## src/rtl/prbs_pkg.sv

```systemverilog
// Shared constants and types for the 32-bit PRBS31 additive scrambler link.
// Imported by the descrambler and the keystream step block.
package prbs_pkg;

  localparam int unsigned LFSR_W = 31;
  localparam int unsigned WORD_W = 32;
  localparam int unsigned TAP_HI = 30;
  localparam int unsigned TAP_LO = 27;

  localparam logic [LFSR_W-1:0] SEED_RESET_DEFAULT = 31'h7FFF_FFFF;
  // An all-zero LFSR would lock up, so a zero seed is replaced with this.
  localparam logic [LFSR_W-1:0] SEED_ZERO_SUB = 31'h1;

  typedef enum logic [0:0] {
    StIdle,
    StRun
  } state_e;

endpackage

```

## src/rtl/prbs31_step32.sv

```systemverilog
// Combinational 32-step advance of a Fibonacci PRBS31 LFSR (x^31 + x^28 + 1).
// Produces one keystream word (first step in the MSB) and the advanced state.
module prbs31_step32
  import prbs_pkg::*;
(
  input  logic [LFSR_W-1:0] lfsr,
  output logic [WORD_W-1:0] keystream,
  output logic [LFSR_W-1:0] lfsr_next
);

  logic [LFSR_W-1:0] s;

  always_comb begin
    s         = lfsr;
    keystream = '0;
    for (int k = 0; k < WORD_W; k++) begin
      keystream[WORD_W-1-k] = s[TAP_HI];
      s = {s[LFSR_W-2:0], s[TAP_HI] ^ s[TAP_LO]};
    end
    lfsr_next = s;
  end

endmodule

```

## src/rtl/prbs31_descrambler_32.sv

```systemverilog
// Receive-side PRBS31 descrambler: XORs each accepted 32-bit word with the keystream
// and holds the result in a 1-deep output register with valid/ready on both sides.
module prbs31_descrambler_32
  import prbs_pkg::*;
#(
  parameter int unsigned       CNT_W      = 16,
  parameter logic [LFSR_W-1:0] SEED_RESET = SEED_RESET_DEFAULT
) (
  input  logic                clk,
  input  logic                rst_n,
  input  logic                seed_load,
  input  logic [LFSR_W-1:0]   seed,
  input  logic                in_valid,
  output logic                in_ready,
  input  logic [WORD_W-1:0]   in_data,
  output logic                out_valid,
  input  logic                out_ready,
  output logic [WORD_W-1:0]   out_data,
  output logic [CNT_W-1:0]    word_count,
  output logic                seed_err,
  output logic                running
);

  state_e              state_q, state_d;
  logic [LFSR_W-1:0]   lfsr_q, lfsr_d;
  logic                out_valid_q, out_valid_d;
  logic [WORD_W-1:0]   out_data_q, out_data_d;
  logic [CNT_W-1:0]    count_q, count_d;
  logic                seed_err_q, seed_err_d;

  logic [WORD_W-1:0]   keystream;
  logic [LFSR_W-1:0]   lfsr_adv;
  logic                accept;

  prbs31_step32 u_step (
    .lfsr      (lfsr_q),
    .keystream (keystream),
    .lfsr_next (lfsr_adv)
  );

  assign running  = (state_q == StRun);
  // seed_load blocks acceptance so a reseed never mixes with a word in flight.
  assign in_ready = running & ~seed_load & (~out_valid_q | out_ready);
  assign accept   = in_valid & in_ready;

  always_comb begin
    state_d = state_q;
    unique case (state_q)
      StIdle:  if (seed_load) state_d = StRun;
      StRun:   state_d = StRun;
      default: state_d = StIdle;
    endcase
  end

  always_comb begin
    lfsr_d      = lfsr_q;
    out_valid_d = out_valid_q;
    out_data_d  = out_data_q;
    count_d     = count_q;
    seed_err_d  = seed_err_q;
    if (seed_load) begin
      lfsr_d      = (seed == '0) ? SEED_ZERO_SUB : seed;
      seed_err_d  = (seed == '0);
      count_d     = '0;
      out_valid_d = 1'b0;
    end else if (accept) begin
      out_data_d  = in_data ^ keystream;
      out_valid_d = 1'b1;
      lfsr_d      = lfsr_adv;
      count_d     = count_q + CNT_W'(1);
    end else if (out_valid_q && out_ready) begin
      out_valid_d = 1'b0;
    end
  end

  always_ff @(posedge clk or negedge rst_n) begin
    if (!rst_n) begin
      state_q     <= StIdle;
      lfsr_q      <= SEED_RESET;
      out_valid_q <= 1'b0;
      out_data_q  <= '0;
      count_q     <= '0;
      seed_err_q  <= 1'b0;
    end else begin
      state_q     <= state_d;
      lfsr_q      <= lfsr_d;
      out_valid_q <= out_valid_d;
      out_data_q  <= out_data_d;
      count_q     <= count_d;
      seed_err_q  <= seed_err_d;
    end
  end

  assign out_valid  = out_valid_q;
  assign out_data   = out_data_q;
  assign word_count = count_q;
  assign seed_err   = seed_err_q;

endmodule

```

## config.mk

```make
export PLATFORM = sky130hd
export DESIGN_NAME = prbs31_descrambler_32
export DESIGN_NICKNAME = d
export VERILOG_FILES = /design/src/rtl/prbs_pkg.sv /design/src/rtl/prbs31_step32.sv /design/src/rtl/prbs31_descrambler_32.sv
export SDC_FILE = /design/constraint.sdc
export NUM_CORES = 1
export LEC_CHECK = 0
export CAP_MARGIN = 10
export CELL_PAD_IN_SITES_DETAIL_PLACEMENT = 1
export CELL_PAD_IN_SITES_GLOBAL_PLACEMENT = 2
export CORE_MARGIN = 4
export CORE_UTILIZATION = 28
export DETAILED_ROUTE_END_ITERATION = 10
export PLACE_DENSITY_LB_ADDON = 0.1
export SETUP_SLACK_MARGIN = 0.4
export SYNTH_ARGS = -nofsm -noshare
export SYNTH_HDL_FRONTEND = slang
export SYNTH_SLANG_ARGS = --single-unit
export TNS_END_PERCENT = 5
```

## constraint.sdc

```tcl
create_clock -name clk -period 2.45 [get_ports clk]
set_clock_uncertainty 0.1 [all_clocks]
set_input_delay 0.3675 -clock clk [delete_from_list [all_inputs] [get_ports clk]]
set_output_delay 0.3675 -clock clk [all_outputs]
set_load 0.03 [all_outputs]
```

* Yosys cells after proc, flatten, opt, wreduce, memory -nomap -nowiden
Index checks and enable logic that the tools add are counted.
** Storage, ports and cells
- Register bits after elaboration :: 82
- Input bits :: 68
- Output and inout port bits :: 52
- Logic and storage cells :: 62
** Operators by class
- Add/sub/neg operators :: 1
- Multiplexer cells :: 10
- Bitwise gates (word level) :: 40
- Reduce and logical (&&, ||, !) cells :: 5
** Operators with widths (number)
- 2-to-1 mux 31 bit :: 3
- 2-to-1 mux 16 bit :: 2
- bitwise XOR 1 bit :: 32
- bitwise XOR 32 bit :: 1
- zero test 31 bit :: 1
- adder 16 x 1 -> 16 bit, second input constant :: 1
- 2-to-1 mux 1 bit :: 4
- AND 1 bit :: 3
- inverter 1 bit :: 3
- nonzero test 3 bit :: 1
- one-hot mux 1 bit (2 select lines) :: 1
- AND reduction 2 bit :: 1
- nonzero test 2 bit :: 1
- logical AND 1 bit :: 1
- OR 1 bit :: 1

* Longest topological paths before layout
- Depth after elaboration :: 6
- Depth in mapped cells :: 6
- Mapped depth without buffers :: 5

* Hierarchy
Synthesis repeated with hierarchy kept, for this count alone.
** Second synthesis, totals
- Cell total of the unflattened synthesis :: 414
- Area, all modules :: 4334.2 um2
** Modules (own cells, without submodules)
- prbs31_descrambler_32 :: instances 1, cells each 351, area each 3776.1 um2, seq. area each 2090.8 um2
- prbs31_step32 :: instances 1, cells each 63, area each 558.0 um2, seq. area each 0.0 um2

* Worst setup path after synthesis
Ideal clock, no wire load.
- Kind :: flip-flop to flip-flop
- Start point :: register count_q[0] (netlist: word_count[0])
- End point :: register count_q[14] (netlist: word_count[14])
- Setup time :: 0.078 ns
- Arrival :: 1.892 ns
- Required time :: 2.272 ns
- Setup slack :: 0.380 ns
- Cell stages (with the launch flop) :: 7
- Clock period less this slack :: 2.070 ns
- Path through :: dfrtp_1 ha_1 nand3_1 or3_1 buf_2 or4_1 a21oi_1
** Between the ends
- Longest elaborated chain between the ends :: 3
** Ends and longest elaborated chain
- from (decl) :: line prbs31_descrambler_32.sv:28 : logic [CNT_W-1:0] count_q, count_d;
- from (signal assigned) :: line prbs31_descrambler_32.sv:89 : count_q <= count_d;
- adder 16 x 1 -> 16 bit :: line prbs31_descrambler_32.sv:70 : count_d = count_q + CNT_W'(1);
- 2-to-1 mux 16 bit :: line prbs31_descrambler_32.sv:66 : end else if (accept) begin
- 2-to-1 mux 16 bit :: line prbs31_descrambler_32.sv:61 : if (seed_load) begin
Every way passes these cells. The select of a mux whose other input is x is not followed.
A chain may end at the register's enable or synchronous reset.

* Worst setup path after layout
- Start point :: input port out_ready
- End point :: output port in_ready
** Between the ends
- Longest elaborated chain between the ends :: 2
** Ends and longest elaborated chain
- from (decl) :: line prbs31_descrambler_32.sv:17 : input logic out_ready,
- OR 1 bit :: line prbs31_descrambler_32.sv:43 : assign in_ready = running & ~seed_load & (~out_valid_q | out_ready);
- AND 1 bit :: line prbs31_descrambler_32.sv:43
- to (decl) :: line prbs31_descrambler_32.sv:14 : output logic in_ready,
Every way passes these cells.

==> metrics.csv <==
stage,metric,value,unit
grt,GRT Total Usage,16.3,%
detailed_routing,Routed WL,13300,um
timing,Final setup viols,0,
detailed_routing,drt pass-1 iters,4,
detailed_routing,Final ANT Viol Nets,0,
clock_network,clock buffer depth,2,
clock_network,"CTS clk-pin slew, worst paths",0.06,ns
timing,Slew HR,60.4,%
finish,diode count,0,
critical_path,crit-path max FO,31,
placement,port bufs,119,
detailed_routing,initial DRC count,153,
clock_network,CTS H-tree lvls,3,
pwr,Leak Pwr,0.00218,uW
timing,final hold viol count,0,
timing,RSZ-0062 raised after global routing,yes,
die,Die Ht,130,um
detailed_routing,routed len/inst,17.7,um
clock_network,post-CTS setup buffer count,0,
clock_network,TritonCTS Sinks,82,
timing,setup tns final,0,ns
die,core footprint,0.0145,mm2
grt,gr ovfl total,0,
clock_network,clk_lat worst skew,0.34,ns
clock_network,Num CTS Buffers,9,
pwr,power density cells,761,mW/mm2
finish,fillcell total,1646,
timing,max frequency,494,MHz
yosys,top cell type's share of synthesized area,30.7,%
detailed_routing,routed vias,3690,
die,num ports,120,
yosys,"EDFF count, synth",0,
detailed_routing,via/cell ratio,4.93,
clock_network,Root Buffer Master,clkbuf_16,
critical_path,Critical Path AT,1.56,ns
finish,most frequent cells in the layout,"clkdlybuf4s50_1, a21oi_1, xnor2_1, dfrtp_1, nor2_1",
flow_run,Max Cap Viol,0,
timing,final-report max-slew violation count,0,
yosys,Syn Nets,512,
timing,Least-Margin Pin Slew,0.594,ns
finish,# nets final,629,
clock_network,CTS tree,yes,
placement,HPWL after DPL,9700,um
yosys,syn_area_per_cell,9.39,um2
yosys,largest area contributor in the netlist,dfrtp_1,
timing,final hold slack,0.187,ns
critical_path,Crit. End Element,output port,
finish,share of cells above drive strength 1,12.7,%
finish,"commonest non-fill, non-tap cell in the layout",clkdlybuf4s50_1,
grt,largest net degree at the start of global routing,47,
yosys,Mapped Cells,443,
yosys,Unique masters post-synth,33,
yosys,largest cells by area after synthesis,"dfrtp_1, dfstp_2, xnor2_1",
critical_path,startpoint types,input pin,
critical_path,Setup CP Type,input pin to output port,
placement,RD Place Congestion,0.752,
status,status,finished clean,
die,die area,0.0169,mm2
die,Starting Density,28.6,%
yosys,predominant post-synthesis flop cell,dfrtp_1,
yosys,synthesized area,0.00416,mm2
finish,final core utilization,40.8,%
finish,layout overhead on the synthesized area,42.6,%
die,number of cell rows,44,
yosys,Post-synth ARST share,100,%
yosys,Syn. warnings,0,
timing,Tcrit/Tclk final,82.6,%
yosys,Synth Register Bits,82,
grt,first-pass GRT wire length,21400,um
timing,crit path time final,2.02,ns
die,Die Width,130,um
yosys,register area share after synthesis,50.2,%
min_path,worst hold-check path type,input pin to flip-flop,
grt,vias in the first global route,3985,
critical_path,WP data required,1.98,ns
pwr,Peak VDD IR,0.296,mV
detailed_routing,detailed-route DRC error count,0,
grt,initial antenna violation count,0,
[area by class of cell]
type / count / area (um2) / share of cell area [%]
clock buffers: 13 / 250 / 4.22
clock inverters: 3 / 65.1 / 1.10
inverters: 3 / 11.3 / 0.190
multi-input cells: 331 / 1970 / 33.1
flip-flops and latches: 82 / 2090 / 35.3
well taps: 184 / 230 / 3.88
repair buffers: 133 / 1320 / 22.2
[state kept, by name, indices dropped and copies added, names as in the netlist]
register / flops
lfsr_q: 31
seed_err: 1
out_data: 32
out_valid: 1
running: 1
word_count: 16
[worst paths after layout]
| path | from | depth (start not counted) | slack (ns) | end |
|---|---|---|---|---|
| max | out_ready | 5 | 0.43 | in_ready |
| max reg2reg | word_count[0] | 5 | 0.51 | word_count[12] |
| min in group asynchronous | rst_n | 2 | 0.47 | out_data[21] |
| max in group asynchronous | rst_n | 3 | 1.05 | lfsr_q[2] |
| min | seed_load | 2 | 0.19 | out_valid |
| min reg2reg | word_count[15] | 1 | 0.39 | word_count[15] |
[cell usage after synthesis (all sizes together) (3+ instances only)]
cell type / number
a21oi: 70
a2bb2oi: 4
buf: 7
clkbuf: 20
dfrtp: 51
dfstp: 31
inv: 3
mux2: 3
nand2: 36
nand2b: 3
nand3: 7
nand4: 5
nor2: 40
nor3: 27
nor4: 9
o21ai: 33
o31ai: 3
or3: 6
or4: 3
xnor2: 66
xor2: 4
[where the power goes]
group | switching, uW | internal, uW
logic | 641 | 602
clock network | 556 | 921
registers | 197 | 1600
[per-stage QoR]
| stage | worst slack (ns) | power [uW] | instances | area, um2 |
|---|---|---|---|---|
| 5_1_grt | 0.349 | 4760 | 749 | 5940 |
| 3_5_place_dp | 0.0798 | 3080 | 732 | 5590 |
| 4_1_cts | 0.381 | 4600 | 749 | 5920 |
| 3_3_place_gp | 0.140 | 3050 | 732 | 5590 |
| 2_1_floorplan | 0.483 | 2500 | 443 | 4160 |
| 6_report | 0.426 | 4520 | 749 | 5940 |
[worst max-delay path, stage by stage]
cell             delay [ns]
clkdlybuf4s50_1        0.44
nor2b_2                0.16
buf_6                  0.27
nor2_1                 0.12
buf_4                  0.18
[what timing repair did]
action	in CTS	in global routing
hold buffers	1	0
endpoints found under the hold margin	17	0
resized for setup	1	3
cloned	0	0
endpoints found under the setup margin	2	11
[logic make-up (layout without fill, tap and decap cells)]
kind of cell               after synthesis  count (layout)  share of synthesized area, %
buffers and inverters                   30             152                          2.86
and+or+nand+nor                        144             144                          16.6
adders and majority gates                1               1                         0.301
DFF                                     82              82                          50.2
muxes                                    4               4                          1.05
xor gates and xnor gates                70              70                          14.7
AOI/OAI and AO/OA                      112             112                          14.2
[per-layer routing]
metal	up-vias	share of wire, %	global-route usage (%)
met4	0	1.3	5.68
met2	79	50	27.3
met5	-	0	0
met3	14	4.0	2.87
met1	1820	45	21.2
li1	1777	-	-
No activity file was read; power rests on OpenSTA's default activity.
